==> src/rtl/im_fetch_master_if.sv <==
// AXI4 read-channel bundle between the instruction-fetch master and the
// interconnect. Only the AR and R channels exist: the fetch path never writes.
interface im_fetch_master_if #(
    parameter int ID_W = 4
) ();
    logic [ID_W-1:0] ARID;
    logic [31:0]     ARADDR;
    logic [3:0]      ARLEN;
    logic [2:0]      ARSIZE;
    logic [1:0]      ARBURST;
    logic            ARVALID;
    logic            ARREADY;
    logic [ID_W-1:0] RID;
    logic [31:0]     RDATA;
    logic [1:0]      RRESP;
    logic            RLAST;
    logic            RVALID;
    logic            RREADY;

    modport master (
        output ARID, ARADDR, ARLEN, ARSIZE, ARBURST, ARVALID, RREADY,
        input  ARREADY, RID, RDATA, RRESP, RLAST, RVALID
    );

    modport slave (
        input  ARID, ARADDR, ARLEN, ARSIZE, ARBURST, ARVALID, RREADY,
        output ARREADY, RID, RDATA, RRESP, RLAST, RVALID
    );
endinterface

==> src/rtl/im_fetch_master.sv <==
// Instruction-fetch AXI4 read master (M0). One single-beat read per fetch
// request; the IF stage is stalled while the read is in flight.
// Optional feature macro: IM_FETCH_ERR_NOP_EN -- an error response on the final
// beat returns a NOP (addi x0,x0,0) instead of the read data.
module im_fetch_master #(
    parameter int ID_W      = 4,
    parameter int MASTER_ID = 0
) (
    input  logic        clk,
    input  logic        rst,
    input  logic        IM_read_i,
    input  logic [31:0] IM_addr_i,
    input  logic        AXI_MEM_stall_i,
    output logic [31:0] IM_instruction_o,
    output logic        AXI_IF_stall_o,
    im_fetch_master_if.master axi
);

    typedef enum logic [1:0] {
        S_IDLE = 2'd0,
        S_ADDR = 2'd1,
        S_DATA = 2'd2,
        S_DONE = 2'd3
    } state_t;

    localparam logic [31:0] NOP_INSTR = 32'h0000_0013;

    state_t      state_q, state_d;
    logic [31:0] araddr_q, araddr_d;
    logic [31:0] instr_q, instr_d;
    logic [31:0] rdata_sel;
    logic        arvalid;
    logic        rready;
    logic        if_stall;

    // RID is never needed (single outstanding read); RRESP is only consulted
    // when the error-to-NOP substitution is built in.
    logic unused_ok;
    assign unused_ok = &{1'b0, axi.RID, axi.RRESP};

    // State, latched address and fetched instruction registers.
    always_ff @(posedge clk) begin
        if (rst) begin
            state_q  <= S_IDLE;
            araddr_q <= 32'h0;
            instr_q  <= 32'h0;
        end else begin
            state_q  <= state_d;
            araddr_q <= araddr_d;
            instr_q  <= instr_d;
        end
    end

    // Select the word loaded on the final read beat.
    always_comb begin
        rdata_sel = axi.RDATA;
`ifdef IM_FETCH_ERR_NOP_EN
        if (axi.RRESP != 2'b00) begin
            rdata_sel = NOP_INSTR;
        end
`endif
    end

    // Next-state and output decode for the fetch FSM.
    always_comb begin
        state_d  = state_q;
        araddr_d = araddr_q;
        instr_d  = instr_q;
        arvalid  = 1'b0;
        rready   = 1'b0;
        if_stall = 1'b0;
        unique case (state_q)
            S_IDLE: begin
                if (IM_read_i) begin
                    // Stall in the request cycle itself so the PC does not move.
                    if_stall = 1'b1;
                    araddr_d = IM_addr_i;
                    state_d  = S_ADDR;
                end
            end
            S_ADDR: begin
                arvalid  = 1'b1;
                if_stall = 1'b1;
                if (axi.ARREADY) begin
                    state_d = S_DATA;
                end
            end
            S_DATA: begin
                rready   = 1'b1;
                if_stall = 1'b1;
                // Non-final beats are accepted and dropped.
                if (axi.RVALID && axi.RLAST) begin
                    instr_d = rdata_sel;
                    state_d = S_DONE;
                end
            end
            S_DONE: begin
                // Hold the result while the data side is stalled.
                if (!AXI_MEM_stall_i) begin
                    state_d = S_IDLE;
                end
            end
            default: state_d = S_IDLE;
        endcase
    end

    assign axi.ARID    = ID_W'(MASTER_ID);
    assign axi.ARADDR  = araddr_q;
    assign axi.ARLEN   = 4'd0;
    assign axi.ARSIZE  = 3'b010;
    assign axi.ARBURST = 2'b01;
    assign axi.ARVALID = arvalid;
    assign axi.RREADY  = rready;

    assign IM_instruction_o = instr_q;
    assign AXI_IF_stall_o   = if_stall;

endmodule

==> src/flat_wrapper.sv <==
// flat-port wrapper written by rule: the top's interface ports become plain ports
module im_fetch_master_flat 
#(
    parameter int ID_W      = 4,
    parameter int MASTER_ID = 0
)
  (clk, rst, IM_read_i, IM_addr_i, AXI_MEM_stall_i, IM_instruction_o, AXI_IF_stall_o, axi_ARID, axi_ARADDR, axi_ARLEN, axi_ARSIZE, axi_ARBURST, axi_ARVALID, axi_RREADY, axi_ARREADY, axi_RID, axi_RDATA, axi_RRESP, axi_RLAST, axi_RVALID);
  im_fetch_master_if #(.ID_W(ID_W)) axi_i ();
  input  logic clk;
  input  logic rst;
  input  logic IM_read_i;
  input  logic [31:0] IM_addr_i;
  input  logic AXI_MEM_stall_i;
  output logic [31:0] IM_instruction_o;
  output logic AXI_IF_stall_o;
  output wire logic [$bits(axi_i.ARID)-1:0] axi_ARID;
  output wire logic [$bits(axi_i.ARADDR)-1:0] axi_ARADDR;
  output wire logic [$bits(axi_i.ARLEN)-1:0] axi_ARLEN;
  output wire logic [$bits(axi_i.ARSIZE)-1:0] axi_ARSIZE;
  output wire logic [$bits(axi_i.ARBURST)-1:0] axi_ARBURST;
  output wire logic [$bits(axi_i.ARVALID)-1:0] axi_ARVALID;
  output wire logic [$bits(axi_i.RREADY)-1:0] axi_RREADY;
  input wire logic [$bits(axi_i.ARREADY)-1:0] axi_ARREADY;
  input wire logic [$bits(axi_i.RID)-1:0] axi_RID;
  input wire logic [$bits(axi_i.RDATA)-1:0] axi_RDATA;
  input wire logic [$bits(axi_i.RRESP)-1:0] axi_RRESP;
  input wire logic [$bits(axi_i.RLAST)-1:0] axi_RLAST;
  input wire logic [$bits(axi_i.RVALID)-1:0] axi_RVALID;
  assign axi_ARID = axi_i.ARID;
  assign axi_ARADDR = axi_i.ARADDR;
  assign axi_ARLEN = axi_i.ARLEN;
  assign axi_ARSIZE = axi_i.ARSIZE;
  assign axi_ARBURST = axi_i.ARBURST;
  assign axi_ARVALID = axi_i.ARVALID;
  assign axi_RREADY = axi_i.RREADY;
  assign axi_i.ARREADY = axi_ARREADY;
  assign axi_i.RID = axi_RID;
  assign axi_i.RDATA = axi_RDATA;
  assign axi_i.RRESP = axi_RRESP;
  assign axi_i.RLAST = axi_RLAST;
  assign axi_i.RVALID = axi_RVALID;
  im_fetch_master #(.ID_W(ID_W), .MASTER_ID(MASTER_ID)) u_core (.clk(clk), .rst(rst), .IM_read_i(IM_read_i), .IM_addr_i(IM_addr_i), .AXI_MEM_stall_i(AXI_MEM_stall_i), .IM_instruction_o(IM_instruction_o), .AXI_IF_stall_o(AXI_IF_stall_o), .axi(axi_i));
endmodule
==> config.mk <==
export PLATFORM = sky130hd
export DESIGN_NAME = im_fetch_master_flat
export DESIGN_NICKNAME = d
export VERILOG_FILES = /design/src/rtl/im_fetch_master_if.sv /design/src/rtl/im_fetch_master.sv /design/src/flat_wrapper.sv
export SDC_FILE = /design/constraint.sdc
export NUM_CORES = 1
export LEC_CHECK = 0
export ABC_CLOCK_PERIOD_IN_PS = 1910
export BUFFER_PORTS_ARGS = -buffer_cell sky130_fd_sc_hd__buf_2
export CELL_PAD_IN_SITES_DETAIL_PLACEMENT = 0
export CELL_PAD_IN_SITES_GLOBAL_PLACEMENT = 1
export CORE_ASPECT_RATIO = 1.4
export CORE_MARGIN = 5
export CORE_UTILIZATION = 25
export CTS_CLUSTER_DIAMETER = 40
export DETAILED_ROUTE_END_ITERATION = 7
export GPL_ROUTABILITY_DRIVEN = 0
export PLACE_DENSITY = 0.73
export SLEW_MARGIN = 20
export SYNTH_ARGS = -nofsm -noshare
export SYNTH_HDL_FRONTEND = slang
export SYNTH_SLANG_ARGS = --single-unit
==> constraint.sdc <==
create_clock -name clk -period 1.91 [get_ports clk]
set_input_delay 0.382 -clock clk [delete_from_list [all_inputs] [get_ports clk]]
set_output_delay 0.382 -clock clk [all_outputs]
set_load 0.01 [all_outputs]
---- Yosys cells after proc, flatten, opt, wreduce, memory -nomap -nowiden ----
Cells that the tools add are included.
word-level totals
  input port bits ......................... 77
  output and inout port bits .............. 80
  register bits ........................... 66
cells by class
  eq/ne operators ......................... 7
  reductions and logical operators ........ 6
  multiplexer cells ....................... 9
operators with widths
  operator            number
  $mux 2              4
  $pmux 2 s4          1
  $ne 2x2->1 const B  3
  $eq 2x2->1 const B  2
  $reduce_and 2->1    2
  $reduce_and 4->1    1
  $mux 1              3
  $eq 2x1->1 const B  1
  $logic_not 2->1     1
  $ne 2x1->1 const B  1
  $pmux 1 s2          1
  $reduce_or 2->1     1
  $logic_and 1x1->1   1

---- Depth between registers and ports, before layout ----
  depth in word-level cells ............... 3
  depth in mapped cells ................... 7

---- Worst setup path before layout ----
No wires, ideal clock.
  kind .................................... register to output
  start ................................... register u_core.state_q[0]
  end ..................................... output port AXI_IF_stall_o
  slack ................................... 286 ps
  arrival ................................. 1242 ps
  stages on the path, launching flop included .. 8
  cell sequence ........................... dfxtp_1 inv_1 ha_1 and2_1 buf_2 buf_2 nor2_1 nor2_1
on the way
  cells in the longest elaborated chain, start to end .. 3
  elaborated cells between the ends (all ways) .. 5
ends and longest elaborated chain
  item                                      line                   text
  from (decl)                               im_fetch_master.sv:28  state_t state_q, state_d;
  from (signal assigned)                    im_fetch_master.sv:48  state_q <= state_d;
  $eq 2x1->1 or $eq 2x2->1 (tied branches)  im_fetch_master.sv:72  unique case (state_q)
  $reduce_or 2->1 (no line)                 --
  $pmux 1 s2 (*)                            im_fetch_master.sv:72
  to (decl)                                 flat_wrapper.sv:15     output logic AXI_IF_stall_o;
Every way passes the cells marked *; elsewhere a longest branch is shown, timed or not.

---- Worst setup path after layout ----
Ends and elaborated chain as after synthesis.

==> results by group <==
Run status
  – Status: finished clean

CTS
  – Worst skew pair latency: 320 ps
  – CTS buffer count: 9
  – TritonCTS Sinks: 66
  – Worst-case clock buffer depth: 2
  – Clock input transition at the sequential cells of the worst setup and hold paths: 50 ps
  – H-tree Lvls: 3
  – Clock root buffer: clkbuf_16
  – CTS tree: yes
  – Setup repair bufs after CTS: 0

Placed design
  – DP Wirelength: 5200 um
  – Port Buffers: 137
  – Pre-CTS setup slack: 256 ps

Final layout
  – FF/Latch Area: 0.00132 mm2
  – Layout cells sized above 1: 36.0%
  – Ant diodes: 0
  – Area of the multi-input gates: 0.00104 mm2
  – Filler cells: 1087
  – Fin nets: 534
  – Area delta synth->final: 43.7%

Min path
  – Hold Path Stages: 3
  – Hold path start: IM_addr_i[21]
  – Min-Delay Path Class: in -> reg

Timing
  – Fin Hold WS: 297 ps
  – RSZ-0062 raised after global routing: false
  – Max Slew Vio Count: 0
  – Post-route setup TNS: 0 ps
  – Fin. Hold Viols: 0
  – Final Cycle Share: 92.9%
  – Setup WS post-layout: 136 ps
  – Period minus WS final: 1770 ps
  – # setup viols final: 0
  – Clk_skew: 3.55 ps
  – FMAX: 0.564 GHz

Setup path
  – CP Data Arrival Time: 1390 ps
  – FF-to-FF Start: u_core.state_q[0]
  – Worst R2R Path Depth: 5
  – Worst setup SP type: register
  – Endpoint class of the critical path: output pin
  – Most used cell, CP: nor2_1
  – Worst Setup EP: AXI_IF_stall_o
  – Crit. Startpoint: u_core.state_q[0]
  – Reg-to-Reg End: u_core.state_q[0]
  – WS Path Type: reg -> out
  – Worst EP required: 1530 ps
  – Worst path cell trace: inv_2 -> ha_2 -> and2_1 -> nor2_1 -> nor2_1 -> buf_2
  – Worst path max stage delay: 360 ps
  – Reg2Reg Setup Slack: 370 ps
  – Max stage delay cell, worst path: dfxtp_2
  – Max FO, Critical Path: 4

Floorplanning
  – Die Y: 128 um
  – Die area: 0.0122 mm2
  – Core Rows: 43
  – Io pins: 157
  – Die Wd: 94.6 um
  – Initial Util: 25.5%
  – Core area: 0.00985 mm2

Global route
  – GRT Resource Usage Total: 11.4%
  – Vias in the first global route: 2365
  – First-pass GRT wire length: 10700 um
  – Initial antenna violation count: 0
  – Largest net degree at the start of global routing: 42
  – Grt total ovfl: 0

Synthesis
  – Synth top area cells: dfxtp_1, nand2_1, a21oi_1, buf_4, ha_1
  – Mean Syn Cell Area: 7.88 um2
  – Cell variety after synth: 22
  – Mux share of post-synthesis cell area: 0.399%
  – Sequential share of the synthesized area: 52.7%
  – Synth Area in Compound Gates: 14.2%
  – Register bit total from synthesis: 66
  – Main combinational cell family by area after synthesis: simple AND/OR/NAND/NOR gates
  – Post-synth EDFFs: 0
  – Area leader, netlist: dfxtp_1
  – Synth cell count leaders: nand2_1, dfxtp_1, a21oi_1
  – Primary FF master, synth: dfxtp_1
  – Most common cell in the synthesized netlist: nand2_1
  – Share of the synthesized area in the top cell type: 52.7%
  – Simple-gate share of the synthesized area: 21.8%
  – Asr flop ratio synth: 0%
  – Post-Synth XOR/XNOR Area: 0%
  – Syn Std Cell Area: 0.00251 mm2
  – YS warnings: 0
  – Synth Area in Adders: 2.99%
  – Mapped Cells: 318

Drt
  – DR vias/cell: 4.17
  – Routed wire length: 6990 um
  – Antenna viol nets, final: 0
  – DR iter-0 viols: 103
  – Routed WL per cell: 11.9 um
  – Detailed Routing Iterations Pass 1: 4
  – Remaining DRCs: 0
  – Vias: 2461

Power
  – Max VDD drop: 0.561 mV
  – Power per cell area: 1260 mW/mm2
  – Leak pwr: 0.00169 uW

Flow run
  – Max Cap Viol: 0
==> worst min path at each step <==
stage,endpoint,slack (ps)
after CTS,u_core.IM_instruction_o[20],280
after floorplan,u_core.IM_instruction_o[0],480
final,u_core.axi.ARADDR[21],300
after global placement,u_core.IM_instruction_o[19],440
after detailed placement,u_core.IM_instruction_o[20],440
after global routing,u_core.axi.ARADDR[12],280
==> routing by layer <==
layer	wire (um)	GRT usage (%)	vias up
li1	-	-	1254
met1	3000	13.0	1101
met2	3270	18.7	99
met3	649	4.68	7
met4	64	4.67	0
met5	0	0	-
==> power breakdown <==
group / switching [uW] / leakage (uW) / total [uW] / internal [uW]
registers: 99.9 / 0.000538 / 1660 / 1560
clock network: 540 / 0.000156 / 1750 / 1210
logic: 663 / 0.00100 / 1120 / 460
==> timing repair <==
action | CTS | global route
endpoints found under the setup margin | 1 | 1
gates resized for setup | 2 | 3
hold endpoints to repair | 0 | 0
hold buffers | 0 | 0
==> final cells by class <==
type,count,share of cell area (%)
inverter,2,0.208
multi-input combinational,227,28.8
clock buffer,13,7.22
sequential,66,36.7
clock inverter,2,1.67
tap,135,4.69
timing repair buffer,145,20.7
==> cell families after synthesis <==
family                     after synthesis
and+or+nand+nor                        139
AOI/OAI and AO/OA                       68
DFF                                     66
buffers and inverters                   36
adders and majority gates                6
other                                    2
muxes                                    1
==> metrics by stage <==
step	area (um2)	utilization [%]	total power [uW]	instances
finish	3600	36.6	4530	590
global route	3600	36.6	4840	590
CTS	3600	36.6	4630	590
detailed placement	3280	33.3	2830	575
global placement	3280	33.3	2810	575
floorplan	2550	-	2400	329
==> layout by cell type (no fill, tap or decap), types with 3 or more instances in the layout <==
cell type  Yosys  layout
buf_2          7     137
nand2_1      129     129
a21oi_1       64      64
dfxtp_1       66      64
conb_1         2      13
clkbuf_16      0       9
buf_4         13       8
ha_1           6       5
nor2_1         3       3
==> worst max-delay path: cells and delay by family, from the launching register on <==
family / cells / cell delay [ps]
flip-flops: 1 / 360
AND/OR/NAND/NOR: 3 / 330
buffers and inverters: 2 / 200
adder cells (fa/ha/maj): 1 / 190
==> state kept, by name, indices dropped and copies added (netlist names) <==
| register | flops |
|---|---|
| u_core.IM_instruction_o | 32 |
| u_core.axi.ARADDR | 32 |
| u_core.state_q | 2 |
Note: power is estimated with default switching activity, not from simulation.
